$ cat src/rtl/psk_pkg.sv
// Shared types and constants for the PSK symbol decoder: phase index type,
// framing FSM states and the modular phase-difference helper.
package psk_pkg;

    localparam int PHASES = 6;

    typedef logic [2:0] phase_t;

    typedef enum logic {
        HUNT = 1'b0,
        SYNC = 1'b1
    } state_t;

    localparam logic [7:0] SYNC_WORD_DEFAULT = 8'hA5;

    // (a - b) mod PHASES for operands already in 0..PHASES-1.
    function automatic phase_t phase_diff(input phase_t a, input phase_t b);
        logic [3:0] t;
        t = {1'b0, a} + 4'(PHASES) - {1'b0, b};
        if (t >= 4'(PHASES)) begin
            t = t - 4'(PHASES);
        end
        return t[2:0];
    endfunction

endpackage

$ cat src/rtl/psk_phase_pick.sv
// Combinational circular run-start finder: maps a 6-bit phase-match mask to
// the index where its run of ones begins, or flags the mask as an erasure.
module psk_phase_pick
    import psk_pkg::*;
(
    input  logic [5:0] m,
    output phase_t     phase,
    output logic       erase
);

    logic [PHASES-1:0] run_start;

    // A run starts at i when bit i is set and its circular predecessor is clear.
    generate
        for (genvar gi = 0; gi < PHASES; gi++) begin : g_run_start
            assign run_start[gi] = m[gi] & ~m[(gi + PHASES - 1) % PHASES];
        end
    endgenerate

    always_comb begin
        phase = '0;
        for (int i = PHASES - 1; i >= 0; i--) begin
            if (run_start[i]) begin
                phase = 3'(i);
            end
        end
    end

    // All-clear and all-set masks carry no run boundary.
    assign erase = (m == 6'h00) || (m == 6'h3F);

endmodule

$ cat src/rtl/psk_symbol_decoder.sv
// Differential PSK symbol decoder: phase pick and bit decision (stage 1),
// sync hunt, byte assembly and a one-entry valid/ready holding register (stage 2).
module psk_symbol_decoder
    import psk_pkg::*;
#(
    parameter logic [7:0] SYNC_WORD   = SYNC_WORD_DEFAULT,
    parameter int         ERASE_LIMIT = 3
) (
    input  logic       clk,
    input  logic       rst,
    input  logic [7:0] value,
    input  logic       stb,
    output logic [7:0] byte_data,
    output logic       byte_valid,
    input  logic       byte_ready,
    output logic       locked,
    output logic       erasure,
    output logic       overrun
);

    localparam logic [3:0] ERASE_LIMIT_W = 4'(ERASE_LIMIT);

    // Stage 1: phase pick and differential bit decision
    phase_t pick_phase;
    logic   pick_erase;
    phase_t sym_diff;
    logic   bit_next;
    logic   unused_value_hi;

    logic   ref_vld_reg;
    phase_t ref_phase_reg;
    logic   s1_sym_reg;
    logic   s1_erase_reg;
    logic   s1_bit_vld_reg;
    logic   s1_bit_reg;

    psk_phase_pick u_phase_pick (
        .m     (value[5:0]),
        .phase (pick_phase),
        .erase (pick_erase)
    );

    assign unused_value_hi = ^value[7:6];

    assign sym_diff = phase_diff(pick_phase, ref_phase_reg);
    assign bit_next = (sym_diff >= 3'd2) && (sym_diff <= 3'd4);

    always_ff @(posedge clk) begin
        if (rst) begin
            ref_vld_reg    <= 1'b0;
            ref_phase_reg  <= '0;
            s1_sym_reg     <= 1'b0;
            s1_erase_reg   <= 1'b0;
            s1_bit_vld_reg <= 1'b0;
            s1_bit_reg     <= 1'b0;
        end else begin
            s1_sym_reg     <= stb & ~pick_erase;
            s1_erase_reg   <= stb & pick_erase;
            // The first valid symbol after reset or an erasure only seeds the reference.
            s1_bit_vld_reg <= stb & ~pick_erase & ref_vld_reg;
            s1_bit_reg     <= bit_next;
            if (stb) begin
                if (pick_erase) begin
                    ref_vld_reg <= 1'b0;
                end else begin
                    ref_vld_reg   <= 1'b1;
                    ref_phase_reg <= pick_phase;
                end
            end
        end
    end

    assign erasure = s1_erase_reg;

    // Stage 2: framing FSM and byte assembly
    state_t     state_reg;
    logic [7:0] sreg_reg;
    logic [7:0] asm_reg;
    logic [2:0] bitcnt_reg;
    logic [3:0] erase_cnt_reg;
    logic       locked_reg;

    logic [7:0] sreg_next;
    logic [7:0] asm_next;
    logic       byte_done;
    logic       erase_hit;

    assign sreg_next = {s1_bit_reg, sreg_reg[7:1]};
    assign asm_next  = {s1_bit_reg, asm_reg[7:1]};
    assign byte_done = (state_reg == SYNC) && s1_bit_vld_reg && (bitcnt_reg == 3'd7);
    assign erase_hit = (erase_cnt_reg + 4'd1) >= ERASE_LIMIT_W;

    always_ff @(posedge clk) begin
        if (rst) begin
            state_reg     <= HUNT;
            sreg_reg      <= '0;
            asm_reg       <= '0;
            bitcnt_reg    <= '0;
            erase_cnt_reg <= '0;
            locked_reg    <= 1'b0;
        end else begin
            case (state_reg)
                HUNT: begin
                    erase_cnt_reg <= '0;
                    if (s1_erase_reg) begin
                        sreg_reg <= '0;
                    end else if (s1_bit_vld_reg) begin
                        sreg_reg <= sreg_next;
                        if (sreg_next == SYNC_WORD) begin
                            state_reg  <= SYNC;
                            locked_reg <= 1'b1;
                            bitcnt_reg <= '0;
                            asm_reg    <= '0;
                        end
                    end
                end
                SYNC: begin
                    if (s1_erase_reg) begin
                        if (erase_hit) begin
                            state_reg     <= HUNT;
                            locked_reg    <= 1'b0;
                            sreg_reg      <= '0;
                            asm_reg       <= '0;
                            bitcnt_reg    <= '0;
                            erase_cnt_reg <= '0;
                        end else begin
                            erase_cnt_reg <= erase_cnt_reg + 4'd1;
                        end
                    end else if (s1_sym_reg) begin
                        erase_cnt_reg <= '0;
                        if (s1_bit_vld_reg) begin
                            // bitcnt wraps 7 -> 0 on the byte-completing bit.
                            asm_reg    <= asm_next;
                            bitcnt_reg <= bitcnt_reg + 3'd1;
                        end
                    end
                end
                default: begin
                    state_reg  <= HUNT;
                    locked_reg <= 1'b0;
                end
            endcase
        end
    end

    assign locked = locked_reg;

    // One-entry output holding register
    logic [7:0] byte_data_reg;
    logic       byte_valid_reg;
    logic       overrun_reg;
    logic       xfer;

    assign xfer = byte_valid_reg & byte_ready;

    always_ff @(posedge clk) begin
        if (rst) begin
            byte_data_reg  <= '0;
            byte_valid_reg <= 1'b0;
            overrun_reg    <= 1'b0;
        end else begin
            overrun_reg <= 1'b0;
            if (byte_done && (!byte_valid_reg || xfer)) begin
                byte_data_reg  <= asm_next;
                byte_valid_reg <= 1'b1;
            end else if (byte_done) begin
                overrun_reg <= 1'b1;
            end else if (xfer) begin
                byte_valid_reg <= 1'b0;
            end
        end
    end

    assign byte_data  = byte_data_reg;
    assign byte_valid = byte_valid_reg;
    assign overrun    = overrun_reg;

endmodule
$ cat config.mk
export PLATFORM = sky130hd
export DESIGN_NAME = psk_symbol_decoder
export DESIGN_NICKNAME = d
export VERILOG_FILES = /design/src/rtl/psk_pkg.sv /design/src/rtl/psk_phase_pick.sv /design/src/rtl/psk_symbol_decoder.sv
export SDC_FILE = /design/constraint.sdc
export NUM_CORES = 1
export LEC_CHECK = 0
export CAP_MARGIN = 20
export CORE_MARGIN = 5
export CORE_UTILIZATION = 44
export DETAILED_ROUTE_END_ITERATION = 8
export HOLD_SLACK_MARGIN = 0.03
export MAX_ROUTING_LAYER = met4
export PLACE_DENSITY_LB_ADDON = 0.2
export SLEW_MARGIN = 25
export SYNTH_ARGS = -nofsm -noshare
export SYNTH_HDL_FRONTEND = slang
export SYNTH_SLANG_ARGS = --single-unit
$ cat constraint.sdc
create_clock -name clk -period 2.6 [get_ports clk]
set_input_delay 0.26 -clock clk [delete_from_list [all_inputs] [get_ports clk]]
set_output_delay 0.26 -clock clk [all_outputs]
set_load 0.1 [all_outputs]
==> impl_results.md <==
* Syn_nets at 230
* Slowest CP cell: clkdlybuf4s50_1
* Hold Crit Class: register to register
* Worst skew pair latency at 300 ps
* Final Total Pwr at 0.00131 W
* YS warnings at 0
* Post-DR wirelength/cell at 13.0 um
* Sw power at 0.000315 W
* TritonRoute pass-1 iters at 4
* Reg2reg start: sreg_reg[4]
* Switching Share at 24.0%
* WHS at 454 ps
* R2r endpoint: asm_reg[1]
* Critical Path End: s1_bit_reg
* Commonest non-fill, non-tap cell in the layout: dfxtp_1
* Post-CTS Hold Fix Bufs at 0
* Nets@finish at 262
* Layout area overhead at 22.6%
* MaxCap Viol Count at 0
* M1 wire length at 1850 um
* Antenna violations before repair at 0
* Fmax at 407 MHz
* Die height at 75.4 um
* Relative slew slack at 69.8%
* Met2 Routed Length at 1790 um
* Antenna Violating Nets Remaining at 0
* Peak supply drop at 0.000361 V
* Yosys reg bits at 41
* Placement Setup Slack at -184 ps
* Sequential fraction of the synthesis area at 43.6%
* Startpoint Class: input pin
* Multi-input gate area at 988 um2
* Die W at 75.4 um
* P_leak at 0.879 nW
* Final std cells w/o fill at 292
* Hold path cells at 2
* R2R setup slack at 610 ps
* Initial core utilization at 46.1%
* Post-CTS resize count at 0
* Measured slew at the worst slew-check pin at 450 ps
* Vias in the first global route at 1499
* Placed instance count at 284
* H-tree Lvls at 2
* Die ar. at 5690 um2
* CTS tree: done
* Area post-placement at 2180 um2
* Setup crit end kind: register
* CP Cell Sequence: clkdlybuf4s50_1, nand2b_1, a211o_1, ha_1, inv_1, ha_1, inv_1, fa_2, xnor2_2, xor2_1, nand2_1, a21oi_1
* CP peak stage delay at 460 ps
* CP Data Required Time at 2830 ps
* Via count at 1558
* Final setup fails at 0
* Largest net degree at the start of global routing at 18
* Clk pin slew, worst setup/hold paths at 80 ps
* Fin. Hold Viols at 0
* Fin area at 2310 um2
* WS Path Type: input pin to register
* Most frequent cells in the layout: dfxtp_1 (41), buf_4 (24), nand2_1 (23)
* Tcrit/Tclk final at 94.6%
* Avg Inst Size Synth at 9.02 um2
* Postcts setup bufs at 0
* Sequential share of power at 49.8%
* RSZ-0062 raised after global routing: no
* Crit Path Max Fanout at 4
* CTS Buf Count at 5
* DR vias/cell at 5.34
* Sequential Area at 821 um2
* Antenna diode count at 0
* DR top layer: met4
* Slew Limit Fails at 0
* P per Cell Area at 568 nW/um2
* PnR worst setup slack at 141 ps
* Mapped Cells at 209
* Core area at 4090 um2
* DRC Markers at 0
* Routed Wire Length at 3790 um
* R2R depth at 4
* Setup crit start: value[2]
* Netlist cell types at 41
* Clock power share at 39.3%
* Fillers at 398
* Max reg flops at 8
* # IOs at 24
* Post-route minimum period at 2460 ps
* Max Root-Sink Buffers at 2
* Internal Power at 0.000996 W
* First-pass GRT wire length at 6450 um
* Root buf cell: clkbuf_8
* Outcome: finished, final reports clean
* Grt ovf at 0
* Layout cell share with drive strength beyond 1 at 16.9%
* Gate power share at 11.0%
* Arrival time at the worst endpoint at 2690 ps
* Post-DP HPWL at 2790 um
* Row count at 23
* Cell area after synthesis at 1880 um2
* Clock sink count at 41
* DRT iter0 DRCs at 64
* GPL Wtd Cong at 0.791
* Met3 routed WL at 124 um
* Skew final at 9.77 ps
* IO buf count at 21
* Global Route Usage Sum at 14.9%
-- worst max-delay path, delay by kind of cell --
family | cells | cell delay, ps
xor gates and xnor gates | 2 | 390
adders and majority gates | 3 | 790
buffers and inverters | 3 | 560
and+or+nand+nor | 2 | 230
AOI/OAI and AO/OA | 2 | 440
-- power by group through the flow --
stage	logic [W]	registers, W	clock network (W)
2_1_floorplan	0.0000865	0.000661	0
3_3_place_gp	0.000130	0.000667	0
3_5_place_dp	0.000135	0.000667	0
4_1_cts	0.000136	0.000652	0.000530
5_1_grt	0.000157	0.000654	0.000555
6_report	0.000144	0.000652	0.000515
-- through the flow --
step                      TNS [ps]  utilization (%)
after floorplan                  0                -
after global placement        -108             53.5
after detailed placement      -184             53.5
after CTS                        0             56.3
after global routing             0             56.5
final                            0             56.5
-- area by class of cell --
class | count | share of cell area (%)
Multi-Input combinational cell | 146 | 42.8
Clock buffer | 5 | 2.98
Sequential cell | 41 | 35.5
Timing Repair Buffer | 33 | 11.7
Inverter | 14 | 2.28
Tap cell | 50 | 2.71
Clock inverter | 3 | 2.00
-- metal layers --
metal,global-route usage (%),up-vias
met5,-,-
met4,3.50,0
met3,4.35,6
met2,22.6,16
met1,19.6,728
li1,-,808
-- worst min-delay path by stage --
stage           startpoint               end  slack [ps]
2_1_floorplan          stb  ref_phase_reg[0]         370
3_3_place_gp   ref_vld_reg    s1_bit_vld_reg         440
3_5_place_dp   ref_vld_reg       ref_vld_reg         450
4_1_cts        ref_vld_reg       ref_vld_reg         460
5_1_grt        ref_vld_reg    s1_bit_vld_reg         480
6_report       ref_vld_reg       ref_vld_reg         450
-- cells by family (layout without fill, tap and decap cells) --
logic type                 Yosys count  count (layout)  synth area share [%]
AOI/OAI and AO/OA                   35              35                  13.7
adders and majority gates            9               9                  6.37
muxes                               15              15                  8.10
DFF                                 41              41                  43.6
and+or+nand+nor                     84              84                  22.4
xor gates and xnor gates             3               3                  1.39
buffers and inverters               22              55                  4.52
-- Yosys cell counts, drive strengths merged --
library cell	number	area share [%]
nor2b	7	2.3
o22ai	2	0.66
a311oi	2	0.93
a21oi	10	3.3
nand3b	2	0.80
inv	14	2.8
or2	1	0.33
dfxtp	41	44
mux2	2	1.2
xnor2	2	0.93
o211ai	1	0.40
ha	8	5.3
a211o	1	0.46
o211a	1	0.53
o32ai	4	1.9
a31oi	3	1.0
and3	5	1.7
xor2	1	0.46
nand2	23	4.6
o31ai	1	0.40
o21bai	1	0.40
o41ai	6	2.8
and2	2	0.66
and4	1	0.46
nor4	2	0.66
mux2i	13	6.9
o311ai	1	0.46
o21ai	2	0.53
clkbuf	4	0.80
fa	1	1.1
buf	4	0.93
or4	1	0.60
nand2b	4	1.3
nand3	12	3.2
nor2	15	3.1
or4b	1	0.53
nor3	8	2.1
(Power assumes the default switching activity.)
